--- src/rtl/rv32i_types.sv ---
// ----------------------------------------------------------------------------
// rv32i_types
//   Shared types and constants for the instruction-cache memory path.
//   - cladapt_state_t : state encoding of the cache line adapter FSM
//   - CACHELINE_W     : cache line width in bits
//   - BMEM_BEAT_W     : burst memory data width in bits
//   - BMEM_BURST_LEN  : beats per cache line
//   - line_align()    : clears the byte offset of an address within a line
// ----------------------------------------------------------------------------
package rv32i_types;

    localparam int CACHELINE_W    = 256;
    localparam int BMEM_BEAT_W    = 64;
    localparam int BMEM_BURST_LEN = 4;

    // Byte-offset bits inside one cache line (32 bytes -> 5 bits).
    localparam int          LINE_OFFSET_W    = $clog2(CACHELINE_W / 8);
    localparam logic [31:0] LINE_OFFSET_MASK = (32'd1 << LINE_OFFSET_W) - 32'd1;

    typedef enum logic [2:0] {
        IDLE,
        RD_REQ,
        RD_WAIT,
        WR_BURST,
        DONE
    } cladapt_state_t;

    // Masking (rather than slicing) keeps every address bit formally used.
    function automatic logic [31:0] line_align(input logic [31:0] addr);
        return addr & ~LINE_OFFSET_MASK;
    endfunction

endpackage

--- src/rtl/cacheline_adapter.sv ---
// ----------------------------------------------------------------------------
// cacheline_adapter
//   Bridges the instruction cache downstream port (one 256-bit line per
//   request, dfp_*) to a 64-bit burst memory port (bmem_*).
//   - A line read becomes one bmem read request followed by BURST_LEN
//     returning beats, which are assembled into dfp_rdata.
//   - A line writeback becomes a BURST_LEN-beat bmem write burst.
//   - Completion is signalled with a one-cycle dfp_resp pulse.
//
// Ports
//   clk, rst      clock, synchronous active-high reset
//   dfp_addr      line address from the cache (byte offset ignored)
//   dfp_read      line read request, held until dfp_resp
//   dfp_write     line write request, held until dfp_resp
//   dfp_wdata     line write data
//   dfp_rdata     assembled read line (held until the next read)
//   dfp_resp      one-cycle completion pulse
//   bmem_addr     line-aligned request address
//   bmem_read     read request
//   bmem_write    write beat valid
//   bmem_wdata    write beat data
//   bmem_ready    memory accepts the request / beat this cycle
//   bmem_raddr    address tag of the returning read beat
//   bmem_rdata    returning read beat
//   bmem_rvalid   read beat valid
//
// Build option
//   CLADAPT_RESP_BYPASS_EN : when defined, a read completes in the same cycle
//   as its final tag-matching beat (dfp_resp and the last slot of dfp_rdata
//   come straight from the bmem return path) and the FSM skips DONE.
// ----------------------------------------------------------------------------
module cacheline_adapter
    import rv32i_types::*;
#(
    parameter int BEAT_W    = BMEM_BEAT_W,
    parameter int BURST_LEN = BMEM_BURST_LEN
) (
    input  logic                        clk,
    input  logic                        rst,

    input  logic [31:0]                 dfp_addr,
    input  logic                        dfp_read,
    input  logic                        dfp_write,
    input  logic [BEAT_W*BURST_LEN-1:0] dfp_wdata,
    output logic [BEAT_W*BURST_LEN-1:0] dfp_rdata,
    output logic                        dfp_resp,

    output logic [31:0]                 bmem_addr,
    output logic                        bmem_read,
    output logic                        bmem_write,
    output logic [BEAT_W-1:0]           bmem_wdata,
    input  logic                        bmem_ready,
    input  logic [31:0]                 bmem_raddr,
    input  logic [BEAT_W-1:0]           bmem_rdata,
    input  logic                        bmem_rvalid
);

    localparam int                CNT_W    = (BURST_LEN > 1) ? $clog2(BURST_LEN) : 1;
    localparam logic [CNT_W-1:0]  LAST_CNT = CNT_W'(BURST_LEN - 1);

    cladapt_state_t    r_state;
    cladapt_state_t    w_state_next;
    logic [CNT_W-1:0]  r_cnt;
    logic [CNT_W-1:0]  w_cnt_next;
    logic [31:0]       r_addr;
    logic [31:0]       w_addr_next;

    // Read line buffer (feeds dfp_rdata) and write beat buffer. The write
    // data is captured when the request is taken so bmem_wdata is driven
    // from registers only.
    logic [BEAT_W-1:0] r_line [BURST_LEN];
    logic [BEAT_W-1:0] r_wbuf [BURST_LEN];

    logic              w_wbuf_load;
    logic              w_beat_hit;
    logic              w_last_beat;
    logic              w_resp_bypass;

    // A returning beat counts only while waiting and only if its tag
    // matches the line we asked for; anything else is dropped.
    assign w_beat_hit  = (r_state == RD_WAIT) && bmem_rvalid && (bmem_raddr == r_addr);
    assign w_last_beat = (r_cnt == LAST_CNT);

`ifdef CLADAPT_RESP_BYPASS_EN
    assign w_resp_bypass = w_beat_hit && w_last_beat;
`else
    assign w_resp_bypass = 1'b0;
`endif

    // ------------------------------------------------------------------
    // State / counter / address registers
    // ------------------------------------------------------------------
    always_ff @(posedge clk) begin
        if (rst) begin
            r_state <= IDLE;
            r_cnt   <= '0;
            r_addr  <= '0;
        end else begin
            r_state <= w_state_next;
            r_cnt   <= w_cnt_next;
            r_addr  <= w_addr_next;
        end
    end

    // ------------------------------------------------------------------
    // Line and write buffers
    // ------------------------------------------------------------------
    always_ff @(posedge clk) begin
        if (rst) begin
            for (int i = 0; i < BURST_LEN; i++) begin
                r_line[i] <= '0;
                r_wbuf[i] <= '0;
            end
        end else begin
            if (w_beat_hit) begin
                r_line[r_cnt] <= bmem_rdata;
            end
            if (w_wbuf_load) begin
                for (int i = 0; i < BURST_LEN; i++) begin
                    r_wbuf[i] <= dfp_wdata[i*BEAT_W +: BEAT_W];
                end
            end
        end
    end

    // ------------------------------------------------------------------
    // Next state and output decode
    // ------------------------------------------------------------------
    always_comb begin
        w_state_next = r_state;
        w_cnt_next   = r_cnt;
        w_addr_next  = r_addr;
        w_wbuf_load  = 1'b0;
        bmem_read    = 1'b0;
        bmem_write   = 1'b0;
        bmem_addr    = '0;
        bmem_wdata   = '0;
        dfp_resp     = w_resp_bypass;

        unique case (r_state)
            IDLE: begin
                // Read has priority if the cache illegally asserts both.
                if (dfp_read) begin
                    w_addr_next  = line_align(dfp_addr);
                    w_state_next = RD_REQ;
                end else if (dfp_write) begin
                    w_addr_next  = line_align(dfp_addr);
                    w_cnt_next   = '0;
                    w_wbuf_load  = 1'b1;
                    w_state_next = WR_BURST;
                end
            end

            RD_REQ: begin
                bmem_read = 1'b1;
                bmem_addr = r_addr;
                if (bmem_ready) begin
                    w_cnt_next   = '0;
                    w_state_next = RD_WAIT;
                end
            end

            RD_WAIT: begin
                if (w_beat_hit) begin
                    if (w_last_beat) begin
                        w_cnt_next   = '0;
                        w_state_next = w_resp_bypass ? IDLE : DONE;
                    end else begin
                        w_cnt_next = r_cnt + 1'b1;
                    end
                end
            end

            WR_BURST: begin
                bmem_write = 1'b1;
                bmem_addr  = r_addr;
                bmem_wdata = r_wbuf[r_cnt];
                if (bmem_ready) begin
                    if (w_last_beat) begin
                        w_cnt_next   = '0;
                        w_state_next = DONE;
                    end else begin
                        w_cnt_next = r_cnt + 1'b1;
                    end
                end
            end

            DONE: begin
                dfp_resp     = 1'b1;
                w_state_next = IDLE;
            end

            default: begin
                w_state_next = IDLE;
            end
        endcase
    end

    // ------------------------------------------------------------------
    // Read line assembly. With the bypass the final slot is taken from the
    // bmem return path in the completing cycle; the register catches up on
    // the same edge, so later cycles read the identical value.
    // ------------------------------------------------------------------
    genvar gi;
    generate
        for (gi = 0; gi < BURST_LEN; gi++) begin : g_rdata
            if (gi == BURST_LEN - 1) begin : g_last
                assign dfp_rdata[gi*BEAT_W +: BEAT_W] = w_resp_bypass ? bmem_rdata : r_line[gi];
            end else begin : g_body
                assign dfp_rdata[gi*BEAT_W +: BEAT_W] = r_line[gi];
            end
        end
    endgenerate

`ifndef SYNTHESIS
    // Simultaneous read and write requests are a cache protocol error.
    always_ff @(posedge clk) begin
        if (!rst && (r_state == IDLE)) begin
            assert (!(dfp_read && dfp_write));
        end
    end
`endif

endmodule

--- config.mk ---
export PLATFORM = sky130hd
export DESIGN_NAME = cacheline_adapter
export DESIGN_NICKNAME = d
export VERILOG_FILES = /design/src/rtl/rv32i_types.sv /design/src/rtl/cacheline_adapter.sv
export SDC_FILE = /design/constraint.sdc
export NUM_CORES = 1
export LEC_CHECK = 0
export ABC_CLOCK_PERIOD_IN_PS = 14830
export BUFFER_PORTS_ARGS = -buffer_cell sky130_fd_sc_hd__buf_2
export CORE_AREA = 5 5 285 287
export CTS_BUF_LIST = sky130_fd_sc_hd__clkbuf_8
export DETAILED_ROUTE_END_ITERATION = 6
export DIE_AREA = 0 0 290 292
export GPL_ROUTABILITY_DRIVEN = 1
export PLACE_DENSITY = 0.52
export SYNTH_ARGS = -nofsm -noshare
export SYNTH_HDL_FRONTEND = slang
export SYNTH_SLANG_ARGS = --single-unit
--- constraint.sdc ---
create_clock -name clk -period 14.83 [get_ports clk]
set_input_delay 2.2245 -clock clk [delete_from_list [all_inputs] [get_ports clk]]
set_output_delay 2.2245 -clock clk [all_outputs]
set_load 0.005 [all_outputs]
==> metrics.md <==
| Metric | Value |
|---|---|
| Outcome | `completed` |
| Largest net degree at the start of global routing | `123` |
| Layout Nets | `2637` |
| H-Tree Level Count | `3` |
| Post-synth EDFFs | `512` |
| Grt total ovfl | `0` |
| Setup TNS | `0 ns` |
| Clock Sinks | `546` |
| CP Class | `in2reg` |
| Avg Cell Area, Syn | `15.27 sq um` |
| Final core occ | `0.3739` |
| # fillers | `7717` |
| Clk_lat worst skew | `0.67 ns` |
| Worst EP required | `15.11 ns` |
| Final worst setup slack | `9.148 ns` |
| FF-to-FF End | `r_wbuf[2][23]$_SDFFCE_PN0P_` |
| Worst slew margin | `0.2454` |
| Fin Clk Skew | `0.05249 ns` |
| DRT iter0 DRCs | `737` |
| Post-CTS Hold Buffers | `0` |
| Tmin final | `5.682 ns` |
| Worst slew pin tran | `1.127 ns` |
| Most used DFF post-synth | `edfxtp_1` |
| Area leader, netlist | `edfxtp_1` |
| CP endpoint kind | `flop` |
| Pre-CTS WS | `8.439 ns` |
| Vias in the first global route | `15700` |
| I/O pin count | `745` |
| Final setup violation count | `0` |
| Fin cells | `3394` |
| RR Startpoint | `r_state[2]$_SDFFE_PP0P_` |
| Max-cap violation count | `0` |
| Number of antenna violations at the first check in global routing | `45` |
| TritonRoute pass-1 iters | `5` |
| Fmax | `0.1760 GHz` |
| Pwr/cell area | `125.7 mW/mm^2` |
| Crit Path Max Fanout | `74` |
| Leak | `12.39 nW` |
| Layout cells sized above 1 | `0.4064` |
| Via density | `4.320` |
| Core Footprint | `0.07836 sq mm` |
| Hold depth | `2` |
| Slowest-stage cell, CP | `buf_4` |
| Placed insts | `3201` |
| FP Rows | `103` |
| CTS tree | `yes` |
| Post-synth top cells | `and2_1, edfxtp_1, nor2b_1` |
| Routed wire length | `68310 microns` |
| Yosys warns | `0` |
| Most numerous cell in the Yosys netlist | `and2_1` |
| IO buf count | `734` |
| Worst EP arrival | `5.96 ns` |
| Cell count after synthesis | `1488` |
| Post-synth top area share | `0.6766` |
| Reg clk slew, reported paths | `0.06 ns` |
| Top cell by count, worst path | `buf_4` |
| Initial Utilization | `0.2900` |
| GRT Overall Usage | `0.1534` |
| Max-slew violations | `0` |
| Unique cell type count in the Yosys netlist | `44` |
| Startpoint Class | `primary input` |
| Area contributors post-synth | `edfxtp_1, and2_1, mux4_2` |
| Crit-path cells | `buf_2, buf_4, nand2b_4, buf_4, buf_4, buf_4` |
| Crit share post-route | `0.3831` |
| Synthesis-stage register bit count | `546` |
| Num CTS Buffers | `93` |
| Root Buffer | `clkbuf_8` |
| Sequential-to-total area share from yosys stat | `0.7065` |
| Overall Power | `3.682 mW` |
| R2r setup slk | `10.34 ns` |
| Die width | `290 microns` |
| Synthesized cell area | `0.02272 sq mm` |
| Post-DP HPWL | `48870 microns` |
| Hold Path End | `r_addr[5]$_SDFFE_PP0P_` |
| Final ANT Viol Nets | `0` |
| Hold crit path type | `reg2reg` |
| First-pass GRT wire length | `99660 microns` |
| Startpoint of the worst hold path | `r_addr[5]$_SDFFE_PP0P_` |
| Worst vdd ir | `0.00006341 V` |
| Area grow syn2layout | `28.94%` |
| Worst r2r path cells | `6` |
| WL/cell | `20.13 microns` |
| Hold Vio Cnt, Final | `0` |
| Vias | `14660` |
| RSZ-0062 raised after global routing | `false` |
| CP peak stage delay | `0.85 ns` |
| Asr flop ratio synth | `0` |
| # resized after CTS | `0` |
| Die height | `292 microns` |
| Max Buffers Root-to-Sink | `3` |
| Post-CTS setup buffers | `0` |
| Placer Congestion | `0.8149` |
| DR DRC count | `0` |
| Die ar. | `0.08468 sq mm` |
-- cells by family (layout without fill, tap and decap cells) --
group,after synthesis,after routing,share of synthesized area
AO/OA/AOI/OAI,36,36,0.008424
buffers and inverters,98,929,0.01850
other,1,26,0.0001650
adder cells (fa/ha/maj),1,1,0.0005505
XOR/XNOR,28,28,0.01079
flip-flops,546,546,0.7065
multiplexers,68,68,0.06519
AND/OR/NAND/NOR,710,710,0.1898
-- worst max-delay path, delay by kind of cell --
family	cells	cell delay [ns]
AND/OR/NAND/NOR	1	0.70
buffers and inverters	5	2.85
-- cells in the final DEF (no fill, tap or decap), drive strengths merged, types with 4 or more instances in the layout --
master	Yosys	layout
conb	1	5
clkinv	0	29
nand2	58	58
nor4	6	6
clkbuf	78	100
mux2i	4	4
edfxtp	512	512
xor2	18	18
diode	0	21
nand2b	6	6
buf	16	753
a21oi	29	29
mux4	64	64
nor2b	66	66
xnor2	10	10
nor2	9	9
and2	540	540
inv	4	44
dfxtp	34	34
-- report_power, final --
| group | total [mW] | leakage, nW | switching (mW) | internal (mW) |
|---|---|---|---|---|
| Combinational | 0.511 | 5.76 | 0.273 | 0.238 |
| Sequential | 1.91 | 5.61 | 0.0597 | 1.85 |
| Clock | 1.26 | 1.01 | 0.621 | 0.642 |
-- stage by stage --
stage	area, sq um	hold slack [ns]
2_1_floorplan	22740	0.4480
3_3_place_gp	27520	0.4667
3_5_place_dp	27520	0.4684
4_1_cts	29250	0.4775
5_1_grt	29270	0.5063
6_report	29300	0.4754
-- layout make-up --
class / count / area, sq um / area share
sequential: 546 / 16060 / 0.5482
multi-input combinational: 848 / 6316 / 0.2156
timing repair buffer: 753 / 3816 / 0.1302
clock buffer: 100 / 1376 / 0.04697
tap: 1050 / 1314 / 0.04484
clock inverter: 72 / 347.8 / 0.01187
antenna: 21 / 52.55 / 0.001793
inverter: 4 / 15.01 / 0.0005124
-- worst max path at each step --
stage	start	endpoint	slack, ns	cells past startpoint
2_1_floorplan	rst	r_wbuf[0][0]$_SDFFCE_PN0P_	5.29	3
3_3_place_gp	bmem_raddr[1]	r_line[1][18]$_SDFFCE_PN0P_	8.54	9
3_5_place_dp	rst	r_wbuf[0][30]$_SDFFCE_PN0P_	8.44	6
4_1_cts	flop	bmem_wdata[0]	9.01	5
5_1_grt	flop	bmem_wdata[18]	8.88	5
6_report	rst	r_wbuf[2][23]$_SDFFCE_PN0P_	9.15	6
-- flip-flops by register name, summed over array words and instances, names as in the netlist, named ones only --
| register | flops |
|---|---|
| r_state | 3 |
| r_addr | 27 |
| r_line | 256 |
| r_cnt | 2 |
| r_wbuf | 256 |
-- per-layer routing --
metal  global-route usage  share of wire  up-vias
met5                    0         0.0026        -
met4              0.05117          0.026       28
met3              0.06343          0.096      141
met2               0.2587           0.49      613
met1               0.1784           0.38     7082
li1                     -              -     6798
Note: power is estimated with default switching activity, not from simulation.
